### src/rtl/read_burst_tracker.sv
// rtl/read_burst_tracker.sv - READ tracking FIFO, CAS-timed burst capture and single-entry line output
// Define READ_BURST_CWF_EN for critical-word-first slot ordering; default stores beats in arrival order.
module read_burst_tracker #(
  parameter int DEPTH       = 32,
  parameter int CAS_LATENCY = 22,
  parameter int BURST_LEN   = 8,
  parameter int BEAT_BITS   = 64,
  parameter int PADDR_BITS  = 19,
  parameter int COL_BITS    = 4
) (
  input  logic                           clk_in,
  input  logic                           rst_in,
  input  logic                           issue_valid_in,
  input  logic [PADDR_BITS-1:0]          issue_paddr_in,
  input  logic [COL_BITS-1:0]            issue_col_in,
  output logic                           issue_ready_out,
  input  logic [BEAT_BITS-1:0]           dq_in,
  output logic                           capturing_out,
  output logic                           line_valid_out,
  input  logic                           line_ready_in,
  output logic [BURST_LEN*BEAT_BITS-1:0] line_out,
  output logic [PADDR_BITS-1:0]          line_paddr_out,
  output logic [$clog2(DEPTH):0]         outstanding_out,
  output logic                           overflow_err_out
);

  localparam int PTR_BITS  = $clog2(DEPTH);
  localparam int CNT_BITS  = PTR_BITS + 1;
  localparam int SLOT_BITS = $clog2(BURST_LEN);
  localparam int LINE_BITS = BURST_LEN * BEAT_BITS;

  localparam logic [0:0] ST_IDLE  = 1'b0;
  localparam logic [0:0] ST_BURST = 1'b1;

  localparam logic [31:0]          CAS_DIFF   = 32'(CAS_LATENCY);
  localparam logic [SLOT_BITS-1:0] LAST_SLOT  = SLOT_BITS'(BURST_LEN - 1);
  localparam logic [CNT_BITS-1:0]  FULL_COUNT = CNT_BITS'(DEPTH);

  logic [PADDR_BITS-1:0] paddr_mem [DEPTH];
  logic [31:0]           stamp_mem [DEPTH];

  logic [31:0]           cycle;
  logic [PTR_BITS-1:0]   wr_ptr;
  logic [PTR_BITS-1:0]   rd_ptr;
  logic [PTR_BITS-1:0]   rd_next;
  logic [CNT_BITS-1:0]   count;
  logic [SLOT_BITS-1:0]  spacing;
  logic [SLOT_BITS-1:0]  beat;
  logic [SLOT_BITS-1:0]  base;
  logic [SLOT_BITS-1:0]  slot;
  logic [0:0]            state;
  logic [LINE_BITS-1:0]  assembly;
  logic [LINE_BITS-1:0]  assembly_next;
  logic [LINE_BITS-1:0]  line_reg;
  logic [PADDR_BITS-1:0] line_paddr;
  logic                  line_valid;
  logic                  overflow;
  logic                  accept;
  logic                  head_due;
  logic                  next_due;
  logic                  last_beat;
  logic                  unused_col;

  assign unused_col = ^issue_col_in;

  assign rd_next         = rd_ptr + PTR_BITS'(1);
  assign issue_ready_out = (count != FULL_COUNT) && (spacing == '0);
  assign accept          = issue_valid_in && issue_ready_out;

  // Evaluated one edge early so the registered capturing flag lines up with the first sampled beat.
  assign head_due  = (count != '0) &&
                     ((cycle + 32'd1 - stamp_mem[rd_ptr]) == CAS_DIFF);
  assign next_due  = (count > CNT_BITS'(1)) &&
                     ((cycle + 32'd1 - stamp_mem[rd_next]) == CAS_DIFF);
  assign last_beat = (state == ST_BURST) && (beat == LAST_SLOT);
  assign slot      = base + beat;

  always_comb begin
    assembly_next = assembly;
    assembly_next[int'(slot)*BEAT_BITS +: BEAT_BITS] = dq_in;
  end

  always_ff @(posedge clk_in) begin
    if (accept) begin
      paddr_mem[wr_ptr] <= issue_paddr_in;
      stamp_mem[wr_ptr] <= cycle;
    end
  end

`ifdef READ_BURST_CWF_EN
  logic [SLOT_BITS-1:0] col_mem [DEPTH];

  always_ff @(posedge clk_in) begin
    if (accept) begin
      col_mem[wr_ptr] <= issue_col_in[SLOT_BITS-1:0];
    end
  end

  always_ff @(posedge clk_in or posedge rst_in) begin
    if (rst_in) begin
      base <= '0;
    end else if ((state == ST_IDLE) && head_due) begin
      base <= col_mem[rd_ptr];
    end else if (last_beat && next_due) begin
      base <= col_mem[rd_next];
    end
  end
`else
  assign base = '0;
`endif

  always_ff @(posedge clk_in or posedge rst_in) begin
    if (rst_in) begin
      cycle      <= '0;
      wr_ptr     <= '0;
      rd_ptr     <= '0;
      count      <= '0;
      spacing    <= '0;
      beat       <= '0;
      state      <= ST_IDLE;
      assembly   <= '0;
      line_reg   <= '0;
      line_paddr <= '0;
      line_valid <= 1'b0;
      overflow   <= 1'b0;
    end else begin
      cycle <= cycle + 32'd1;

      if (accept) begin
        wr_ptr <= wr_ptr + PTR_BITS'(1);
      end
      if (last_beat) begin
        rd_ptr <= rd_next;
      end
      if (accept && !last_beat) begin
        count <= count + CNT_BITS'(1);
      end else if (!accept && last_beat) begin
        count <= count - CNT_BITS'(1);
      end

      // Holding off issue for BURST_LEN-1 cycles keeps bursts on the data bus from overlapping.
      if (accept) begin
        spacing <= LAST_SLOT;
      end else if (spacing != '0) begin
        spacing <= spacing - SLOT_BITS'(1);
      end

      case (state)
        ST_IDLE: begin
          if (head_due) begin
            state <= ST_BURST;
            beat  <= '0;
          end
        end
        default: begin
          assembly <= assembly_next;
          beat     <= beat + SLOT_BITS'(1);
          if (last_beat && !next_due) begin
            state <= ST_IDLE;
          end
        end
      endcase

      if (last_beat) begin
        if (!line_valid || line_ready_in) begin
          line_reg   <= assembly_next;
          line_paddr <= paddr_mem[rd_ptr];
          line_valid <= 1'b1;
        end else begin
          overflow <= 1'b1;
        end
      end else if (line_ready_in) begin
        line_valid <= 1'b0;
      end
    end
  end

  assign capturing_out    = (state == ST_BURST);
  assign line_valid_out   = line_valid;
  assign line_out         = line_reg;
  assign line_paddr_out   = line_paddr;
  assign outstanding_out  = count;
  assign overflow_err_out = overflow;

endmodule
### config.mk
export PLATFORM = sky130hd
export DESIGN_NAME = read_burst_tracker
export DESIGN_NICKNAME = d
export VERILOG_FILES = /design/src/rtl/read_burst_tracker.sv
export SDC_FILE = /design/constraint.sdc
export NUM_CORES = 2
export LEC_CHECK = 0
export CAP_MARGIN = 20
export CELL_PAD_IN_SITES_DETAIL_PLACEMENT = 0
export CELL_PAD_IN_SITES_GLOBAL_PLACEMENT = 1
export CORE_UTILIZATION = 25
export CTS_CLUSTER_SIZE = 20
export DETAILED_ROUTE_END_ITERATION = 10
export PLACE_DENSITY_LB_ADDON = 0.1
export SLEW_MARGIN = 40
export SYNTH_ARGS = -nofsm -noshare
export SYNTH_HDL_FRONTEND = slang
export SYNTH_SLANG_ARGS = --single-unit
### constraint.sdc
create_clock -name clk_in -period 117 [get_ports clk_in]
set_clock_uncertainty 0.05 [all_clocks]
set_input_delay 23.4 -clock clk_in [delete_from_list [all_inputs] [get_ports clk_in]]
set_output_delay 23.4 -clock clk_in [all_outputs]
set_load 0.02 [all_outputs]
==> results.json <==
{
  "setup_viol": 0,
  "dp.cells": 15200,
  "synth_compound_area_frac": 0.0905,
  "grt_overflow_total": 0,
  "synth_flop_cell": "edfxtp_1",
  "yosysWarnings": 0,
  "tightest_slew_ns": 0.969,
  "yosysTopAreaCellShare": 0.412,
  "fin_crit_sh": 0.232,
  "cpPeakStageDelay_ns": 0.60,
  "num-fill-cells": 47300,
  "hold_ws_ns": 0.422,
  "nets": 9524,
  "drcViolationCount": 0,
  "hold_buffers": 0,
  "synth_top_family_by_area": "multiplexers",
  "ir_worst_vdd_mv": 0.0124,
  "slowest_stage": "buf_6",
  "core_um2": 472000,
  "htree_levels": 5,
  "finalWeightedCongestion": 0.778,
  "finalHoldViolations": 0,
  "cts.sinks": 2732,
  "via_count": 77100,
  "power_mw": 2.23,
  "start_kind": "input pin",
  "die-area_um2": 478000,
  "final_antenna_net_count": 0,
  "clk_latency_ns": 0.97,
  "clk_pin_slew_worst_paths_ns": 0.05,
  "hold_class": "register to register",
  "numCtsBuffers": 338,
  "areaGrowthSynthToFinish_pct": 21.4,
  "yosysTopAreaCell": "edfxtp_1",
  "drt-total-wl_mm": 463,
  "synth_edf_count": 1632,
  "crit-reg2reg-launch": "rd_ptr[0]$_DFFE_PP0P_",
  "synth_common_cells": "edfxtp_1, nand2_1, dfrtp_1, o21ai_0, mux4_2",
  "drive_above_1_share": 0.156,
  "status": "finished, final reports clean",
  "crit_arrival_ns": 27.89,
  "yosys.area_share.adder": 0.00709,
  "clockBufferDepth": 4,
  "async_flop_share": 0.403,
  "synth_nets": 8908,
  "grt_pass1_wl_mm": 644,
  "cts_tree": "built",
  "die-width_um": 692,
  "synth-seq-area-share": 0.644,
  "final_util": 0.306,
  "worstPathRequired_ns": 117.74,
  "crit_fanout": 175,
  "drt_iter0_markers": 5754,
  "hpwlAfterDp_mm": 290,
  "dieHeight_um": 692,
  "start_util": 0.252,
  "leakage_nw": 49.9,
  "drt_pass1_iterations": 7,
  "wire_per_inst_um": 29.2,
  "reg2reg_slack_ns": 107.17,
  "cts-root-buf": "clkbuf_16",
  "tns_ns": 0,
  "cts_resized": 0,
  "drv_slew": 0,
  "fin_crit_ns": 27.15,
  "timing.max_slew.rel_slack": 0.350,
  "ys_ff_latch": 2732,
  "antenna_found_initial": 19,
  "synth_cell_types": 92,
  "io_pins": 632,
  "crit_path_frequent_cell": "buf_4",
  "grt_max_degree": 176,
  "synthCells": 8756,
  "synth.most_common_cell": "edfxtp_1",
  "grt_pass1_vias": 77900,
  "finalNonFillerCells": 15900,
  "fmax_mhz": 36.8,
  "post_cts_buffers": 0,
  "maxCapViolCount": 0,
  "syn_avg_cell_area_um2": 13.6,
  "cp-end-kind": "register",
  "crit_start": "line_ready_in",
  "cp_top_family": "buffers and inverters",
  "crit_type": "input pin to register",
  "critical_path_buf_inv_count": 8,
  "fp-row-count": 252,
  "synth_xor_area_frac": 0.00616,
  "rsz0062_at_grt": "no",
  "avgViaCountPerCell": 4.86,
  "muxShareOfSynthArea": 0.155,
  "power.density_nw_per_um2": 15.4,
  "grt_use_total": 0.189,
  "path_cells": "clkdlybuf4s50_1, nand2b_1, nand2_4, buf_6, buf_4, buf_4, buf_6, buf_12, buf_4, buf_12, o21ai_0",
  "synth_simple_gate_area_frac": 0.0742,
  "worstHoldStart": "line_out[236]$_DFFE_PP0P_",
  "netlist_area_um2": 119000,
  "synth_area_leaders": "edfxtp_1, dfrtp_1, mux4_2",
  "port_buffers": 627
}
-- per-stage QoR --
stage | cell area, um2 | setup WS (ns)
6_report | 144000 | 89.85
2_1_floorplan | 119000 | 62.58
5_1_grt | 144000 | 89.57
3_3_place_gp | 133000 | 87.47
4_1_cts | 144000 | 89.52
3_5_place_dp | 133000 | 88.47
-- placed cells by master (no fill, tap or decap), drive strengths merged, types with 21 or more instances in the layout --
| cell type | count |
|---|---|
| mux2i | 515 |
| o221ai | 161 |
| edfxtp | 1632 |
| o22ai | 89 |
| bufinv | 23 |
| inv | 48 |
| and2 | 24 |
| nand3 | 57 |
| nand2 | 1357 |
| o21ai | 1003 |
| xnor2 | 53 |
| clkdlybuf4s50 | 596 |
| nor2 | 515 |
| ha | 61 |
| buf | 297 |
| mux2 | 78 |
| xor2 | 28 |
| a21oi | 512 |
| mux4 | 550 |
| nand4 | 25 |
| nor3b | 21 |
| clkinv | 109 |
| clkbuf | 460 |
| dfrtp | 1100 |
| nor3 | 98 |
-- area by class of cell --
cell class | count | area, um2 | share of cell area
Tap cell | 6223 | 7790 | 0.0539
Antenna cell | 7 | 17.5 | 0.000121
Multi-Input combinational cell | 5369 | 40100 | 0.278
Sequential cell | 2732 | 76600 | 0.531
Clock buffer | 460 | 9420 | 0.0653
Inverter | 38 | 161 | 0.00112
Timing Repair Buffer | 893 | 8840 | 0.0612
Clock inverter | 146 | 1430 | 0.00987
-- worst min-delay path, stage by stage (launching register included) --
cell     delay, ns
dfrtp_1       0.34
nand2_1       0.04
o21ai_0       0.05
-- registers in the layout (all words and copies together), names as in the netlist, 5 cells and up --
name             cells
stamp_mem         1024
rd_ptr               5
assembly           512
line_paddr_out      19
wr_ptr               5
line_out           512
outstanding_out      6
paddr_mem          608
cycle               32
-- per-layer routing --
| layer | track usage | vias up | wire (um) |
|---|---|---|---|
| met1 | 0.248 | 40400 | 200000 |
| met3 | 0.0275 | 546 | 21500 |
| met5 | 0 | - | 12 |
| met4 | 0.0445 | 2 | 11700 |
| li1 | - | 34200 | - |
| met2 | 0.330 | 1886 | 231000 |
-- power breakdown --
part / switching (mW) / internal, mW / leakage, nW
Clock: 0.430 / 0.614 / 5.31
Combinational: 0.0925 / 0.0448 / 17.6
Sequential: 0.00945 / 1.03 / 26.9
-- kinds of logic (layout without fill, tap and decap cells) --
family / count (synthesis) / after routing
DFF: 2732 / 2732
and+or+nand+nor: 2174 / 2174
other: 0 / 7
xor gates and xnor gates: 81 / 81
adders and majority gates: 69 / 69
muxes: 1143 / 1143
AOI/OAI and AO/OA: 1902 / 1902
buffers and inverters: 655 / 1537
-- final timing paths --
kind                                             endpoint  cells after the start
max                        line_paddr_out[14]$_DFFE_PP0P_                     11
min                             line_out[236]$_DFFE_PP0P_                      2
max reg2reg                       capturing_out$_DFF_PP0_                     21
min reg2reg                     line_out[236]$_DFFE_PP0P_                      2
max in group asynchronous       line_out[201]$_DFFE_PP0P_                      7
min in group asynchronous        line_out[77]$_DFFE_PP0P_                      2
Power figures use the tool's default switching activity.
